[config.mk]
export PLATFORM = sky130hd
export DESIGN_NAME = pc_stack_unit
export DESIGN_NICKNAME = d
export VERILOG_FILES = /design/src/rtl/pc_stack_unit.sv
export SDC_FILE = /design/constraint.sdc
export NUM_CORES = 1
export LEC_CHECK = 0
export BUFFER_PORTS_ARGS = -buffer_cell sky130_fd_sc_hd__buf_2
export CAP_MARGIN = 5
export CORE_UTILIZATION = 53
export DETAILED_ROUTE_END_ITERATION = 8
export PLACE_DENSITY = 0.79
export SYNTH_ARGS = -nofsm -noshare
export SYNTH_HDL_FRONTEND = slang
export SYNTH_SLANG_ARGS = --single-unit
[constraint.sdc]
create_clock -name clk -period 3.9 [get_ports clk]
set_input_delay 0.39 -clock clk [delete_from_list [all_inputs] [get_ports clk]]
set_output_delay 0.39 -clock clk [all_outputs]
set_load 0.05 [all_outputs]
[src/rtl/pc_stack_unit.sv]
// ----------------------------------------------------------------------------
// pc_stack_unit
//
// Program-counter unit for a core's instruction fetch stage. It runs one
// operation per cycle: increment, absolute jump, signed relative branch, and
// call/return through a bounded return-address stack. It also has halt/resume
// control and sticky fault reporting when the stack is misused.
//
// Ports
//   clk         in   clock; all state changes on the rising edge
//   reset       in   synchronous, active-high
//   stall       in   freeze; the op is ignored and all state is held
//   op          in   operation code (NOP/INC/JUMP/BREL/CALL/RET/HALT/rsvd)
//   target      in   absolute address for JUMP and CALL
//   offset      in   two's-complement offset for BREL
//   resume      in   leave the halted state
//   pc          out  current program counter (registered)
//   depth       out  number of valid stack entries
//   stack_full  out  depth == STACK_DEPTH
//   stack_empty out  depth == 0
//   halted      out  unit is halted
//   fault       out  unit is in the absorbing fault state
//   fault_code  out  01 overflow, 10 underflow, 00 none
// ----------------------------------------------------------------------------
module pc_stack_unit #(
    parameter int unsigned        ADDR_W      = 16,
    parameter int unsigned        OFF_W       = 8,
    parameter int unsigned        STACK_DEPTH = 4,
    parameter logic [ADDR_W-1:0]  RESET_ADDR  = '0,
    localparam int unsigned       DEPTH_W     = $clog2(STACK_DEPTH + 1)
) (
    input  logic               clk,
    input  logic               reset,
    input  logic               stall,
    input  logic [2:0]         op,
    input  logic [ADDR_W-1:0]  target,
    input  logic [OFF_W-1:0]   offset,
    input  logic               resume,
    output logic [ADDR_W-1:0]  pc,
    output logic [DEPTH_W-1:0] depth,
    output logic               stack_full,
    output logic               stack_empty,
    output logic               halted,
    output logic               fault,
    output logic [1:0]         fault_code
);

    typedef enum logic [1:0] {StRun, StHalted, StFault} state_e;

    localparam logic [2:0] OpNop  = 3'b000;
    localparam logic [2:0] OpInc  = 3'b001;
    localparam logic [2:0] OpJump = 3'b010;
    localparam logic [2:0] OpBrel = 3'b011;
    localparam logic [2:0] OpCall = 3'b100;
    localparam logic [2:0] OpRet  = 3'b101;
    localparam logic [2:0] OpHalt = 3'b110;

    localparam logic [1:0] FaultNone  = 2'b00;
    localparam logic [1:0] FaultOver  = 2'b01;
    localparam logic [1:0] FaultUnder = 2'b10;

    state_e             state_q, state_d;
    logic [ADDR_W-1:0]  pc_q, pc_d;
    logic [DEPTH_W-1:0] depth_q, depth_d;
    logic [1:0]         fault_code_q, fault_code_d;

    // Stack contents are not reset; depth_q alone says which entries are valid.
    logic [ADDR_W-1:0]  stack_q [STACK_DEPTH];

    logic               push_en;
    logic [ADDR_W-1:0]  push_addr;
    logic [ADDR_W-1:0]  top_entry;
    logic [ADDR_W-1:0]  pc_inc;
    logic [ADDR_W-1:0]  off_ext;
    logic               full, empty;

    assign pc_inc  = pc_q + ADDR_W'(1);
    // A size cast of a signed value sign-extends, and stays valid for OFF_W == ADDR_W.
    assign off_ext = ADDR_W'($signed(offset));
    assign full    = (depth_q == DEPTH_W'(STACK_DEPTH));
    assign empty   = (depth_q == '0);

    // Entry depth-1 is the top of stack; a loop mux avoids sizing an index to DEPTH_W.
    always_comb begin
        top_entry = '0;
        for (int i = 0; i < STACK_DEPTH; i++) begin
            if (depth_q == DEPTH_W'(i + 1)) begin
                top_entry = stack_q[i];
            end
        end
    end

    always_comb begin
        state_d      = state_q;
        pc_d         = pc_q;
        depth_d      = depth_q;
        fault_code_d = fault_code_q;
        push_en      = 1'b0;
        push_addr    = pc_inc;

        unique case (state_q)
            StHalted: begin
                // The op on the resume cycle is dropped; RUN starts on the next edge.
                if (resume) begin
                    state_d = StRun;
                end
            end
            StRun: begin
                if (!stall) begin
                    unique case (op)
                        OpInc:  pc_d = pc_inc;
                        OpJump: pc_d = target;
                        OpBrel: pc_d = pc_q + off_ext;
                        OpCall: begin
                            if (full) begin
                                state_d      = StFault;
                                fault_code_d = FaultOver;
                            end else begin
                                push_en = 1'b1;
                                pc_d    = target;
                                depth_d = depth_q + DEPTH_W'(1);
                            end
                        end
                        OpRet: begin
                            if (empty) begin
                                state_d      = StFault;
                                fault_code_d = FaultUnder;
                            end else begin
                                pc_d    = top_entry;
                                depth_d = depth_q - DEPTH_W'(1);
                            end
                        end
                        OpHalt: state_d = StHalted;
                        // NOP and the reserved code both hold.
                        default: ;
                    endcase
                end
            end
            default: ; // StFault is absorbing; only reset leaves it
        endcase
    end

    always_ff @(posedge clk) begin
        if (reset) begin
            state_q      <= StRun;
            pc_q         <= RESET_ADDR;
            depth_q      <= '0;
            fault_code_q <= FaultNone;
        end else begin
            state_q      <= state_d;
            pc_q         <= pc_d;
            depth_q      <= depth_d;
            fault_code_q <= fault_code_d;
        end
    end

    // Push writes entry[depth]; reset has priority so a CALL under reset is dropped.
    always_ff @(posedge clk) begin
        for (int i = 0; i < STACK_DEPTH; i++) begin
            if (!reset && push_en && (depth_q == DEPTH_W'(i))) begin
                stack_q[i] <= push_addr;
            end
        end
    end

    assign pc          = pc_q;
    assign depth       = depth_q;
    assign stack_full  = full;
    assign stack_empty = empty;
    assign halted      = (state_q == StHalted);
    assign fault       = (state_q == StFault);
    assign fault_code  = fault_code_q;

    // Unused so far, kept for readability of the decode table above.
    logic unused_nop;
    assign unused_nop = ^OpNop;

endmodule

==> run metrics <==
count of TritonRoute iterations in the first routing pass=5; clock tree root buffer cell=clkbuf_8; synthesis-to-finish area growth=11.1%; combinational share of power=0.187; part of the Yosys area used for sequential elements=0.469; Clk Latency, worst-skew pair=0.37 ns; most heavily used metal layer in global routing=met2; Avg Inst Size Synth=10.3 um^2; number of levels the H-tree was split into=3; startpoint type of the worst setup path=register; first-pass GRT wire length=21400 um; maximum vdd drop=0.000149 V; switching power total=0.619 mW; Register Area=2380 um^2; multi-input gate area in the final layout=2510 um^2; CP max stage delay=0.74 ns; largest area contributor in the netlist=edfxtp_1; Stages on worst setup path=8; share of power burned in the clock network=0.309; Placer Congestion=0.903; Clock Path Buffers=2; met2 Track Usage GR=0.436; Static Leak=2.06 nW; RSZ-0062 raised after global routing=false; max-capacitance violation count=0; total detailed-routing wirelength=13300 um; number of ports placed on the die boundary=56; main flop type after synthesis=edfxtp_1; Setup violations, final=0; critical path type=reg2reg; Max Clock Freq=0.336 GHz; proportion of register bits with asynchronous set or reset after synthesis=0; width of the chip=99.9 um; final hold violation count=0; gate count of the mapped netlist=494; DPL Wire Length=9490 um; most frequent cell after synthesis=edfxtp_1; worst hold slack after final layout=0.358 ns; share of layout cells above drive strength 1=0.163; share of the clock period used by the worst path=0.763; number of vias in the routed layout=4283; switching share of power=0.298; leftover overflow at the end of global routing=0; number of setup buffers added after CTS=0; Site Rows=35; Initial Util=0.549; sequence of cells on the critical path=inv_1, ha_1, nand2_1, and2_1, o311a_1, o21ai_0, a211oi_1, a21oi_1; clock transition at the registers of the reported paths=0.09 ns; total power density per cell area=369 nW/um^2; overall routing resource usage=0.280; warning count from the yosys run=0; ranking of synthesized cells by area=edfxtp_1 38%, dfxtp_1 9.1%, ha_1 5.4%, o21ai_0 3.6%, a221oi_1 2.9%; per-cell via count in the routed design=6.40; summed negative setup slack over all endpoints=0 ns; hold buffer count at cts=0; clock sink total=87; worst-path fanout max=26; Slew headroom=0.410; CP Data Arrival Time=3.22 ns; worst min-delay path class=in2reg; number of global-route vias before repair=4083; result of the run=completed; number of enable flip-flop cells after synthesis=64; cell area after placement=5430 um^2; Synth top area share=0.379; Max Slew Vio Count=0; die area=9970 um^2; initial antenna violation count=0; synthesized cell area=5070 um^2; layout net count=589; total nets after synthesis=548; worst reg2reg startpoint=depth[0]; post-synthesis sequential element count=87; cell area after layout=5640 um^2; Antenna Violating Nets Remaining=0; CP top delay family=compound AO/OA/AOI/OAI gates; CP endpoint kind=register; clock skew after layout=0.0132 ns; logic depth of the worst register-to-register path=8; cell type of the slowest stage on the worst timing path=o311a_1; CTS tree=built; power share of the sequential group=0.503; Antenna diodes=0; met1 usage in global routing=0.396; quantity of I/O buffers inserted on ports=55; pin count of the biggest net entering global routing=27; Worst-Margin Slew=0.884 ns; Die Y-Extent=99.9 um; post-layout min period=2.97 ns; last element of the critical path=pc[8]; Worst R2R End=pc[8]; number of design rule violations left after detail routing=0; Std-Cell Core Area=9240 um^2; met3 Resource Use GR=0.0474; number of buffers inserted during clock tree synthesis=9; setup slack, reg-to-reg=0.93 ns; number of DRC markers after the initial detailed-route iteration=333; CP bufs+invs=1; Critical Path Start=depth[0]; distinct cell type count after synthesis=74; cell types with the highest counts after synthesis=64 x edfxtp_1, 36 x o21ai_0, 29 x nand2_1, 27 x a21oi_1; P_int=1.46 mW; critical path required time=4.15 ns; fillcell total=792; wire length per cell after detailed routing=19.9 um; count of cells resized by post-cts repair=0
[cells in the final DEF (no fill, tap or decap), types with 3 or more instances in the layout]
cell / instances
nand2_1: 29
a21o_1: 3
o21a_1: 6
edfxtp_1: 64
o211ai_1: 6
nor2_1: 23
o2bb2ai_1: 3
and3_1: 7
a21oi_1: 27
nor2b_1: 13
nor3_1: 9
buf_2: 55
nand3_1: 18
dfxtp_1: 23
o21ai_1: 9
a211oi_1: 10
nand4_1: 5
a221o_1: 4
o21ai_0: 36
a31oi_1: 11
xor2_1: 8
and3b_1: 3
a221oi_1: 17
ha_1: 22
nor4b_1: 3
xnor2_1: 15
or3_1: 5
mux2i_1: 4
inv_1: 15
clkbuf_8: 9
nor4_1: 5
and2_1: 7
buf_4: 5
a22o_1: 8
[stage by stage]
stage | setup WS [ns] | util | cells | power [mW]
after global routing | 0.752 | 0.610 | 669 | 2.15
after floorplan | 0.650 | - | 494 | 1.34
after CTS | 0.991 | 0.610 | 669 | 2.07
after detailed placement | 1.01 | 0.588 | 653 | 1.45
after global placement | 1.18 | 0.588 | 653 | 1.44
final | 0.925 | 0.610 | 669 | 2.08
[state kept, by name, indices dropped and copies added, names as in the netlist]
| register | flops |
|---|---|
| stack_q | 64 |
| depth | 3 |
| pc | 16 |
| state_q | 2 |
| fault_code | 2 |
[worst min-delay path by stage]
stage / to / startpoint / cells after the start
after CTS: pc[6] / target[6] / 3
after global placement: fault_code[1] / fault_code[1] / 2
after detailed placement: fault_code[1] / fault_code[1] / 2
final: pc[6] / target[6] / 3
after global routing: state_q[0] / resume / 4
after floorplan: state_q[1] / state_q[1] / 2
[power groups by stage]
stage / logic [mW] / clock network, mW / registers, mW
4_1_cts: 0.384 / 0.643 / 1.04
6_report: 0.390 / 0.643 / 1.05
3_3_place_gp: 0.374 / 0 / 1.07
5_1_grt: 0.424 / 0.677 / 1.05
3_5_place_dp: 0.383 / 0 / 1.07
2_1_floorplan: 0.237 / 0 / 1.11
[cells by family after synthesis]
family          after synthesis  synth area share
fa+ha+maj                    23            0.0582
mux                           6            0.0123
xor+xnor                     23            0.0397
simple gates                143             0.158
flops                        87             0.469
buf+inv                      46            0.0380
compound gates              166             0.225
[worst register-to-register path, stage by stage (launching register included)]
cell	delay, ns
dfxtp_1	0.43
inv_1	0.11
ha_1	0.30
nand2_1	0.44
and2_1	0.25
o311a_1	0.74
o21ai_0	0.24
a211oi_1	0.24
a21oi_1	0.11
[final cells by class]
class	count	share of cell area
sequential	87	0.422
timing repair buffer	60	0.0555
tap	129	0.0286
clock inverter	5	0.00621
multi-input combinational	361	0.446
inverter	16	0.0106
clock buffer	11	0.0308
[routing by layer]
layer / up-vias / share of wire
li1: 1996 / -
met1: 2086 / 0.44
met2: 171 / 0.47
met3: 30 / 0.069
met4: 0 / 0.022
met5: - / 0
Power figures use the tool's default switching activity.
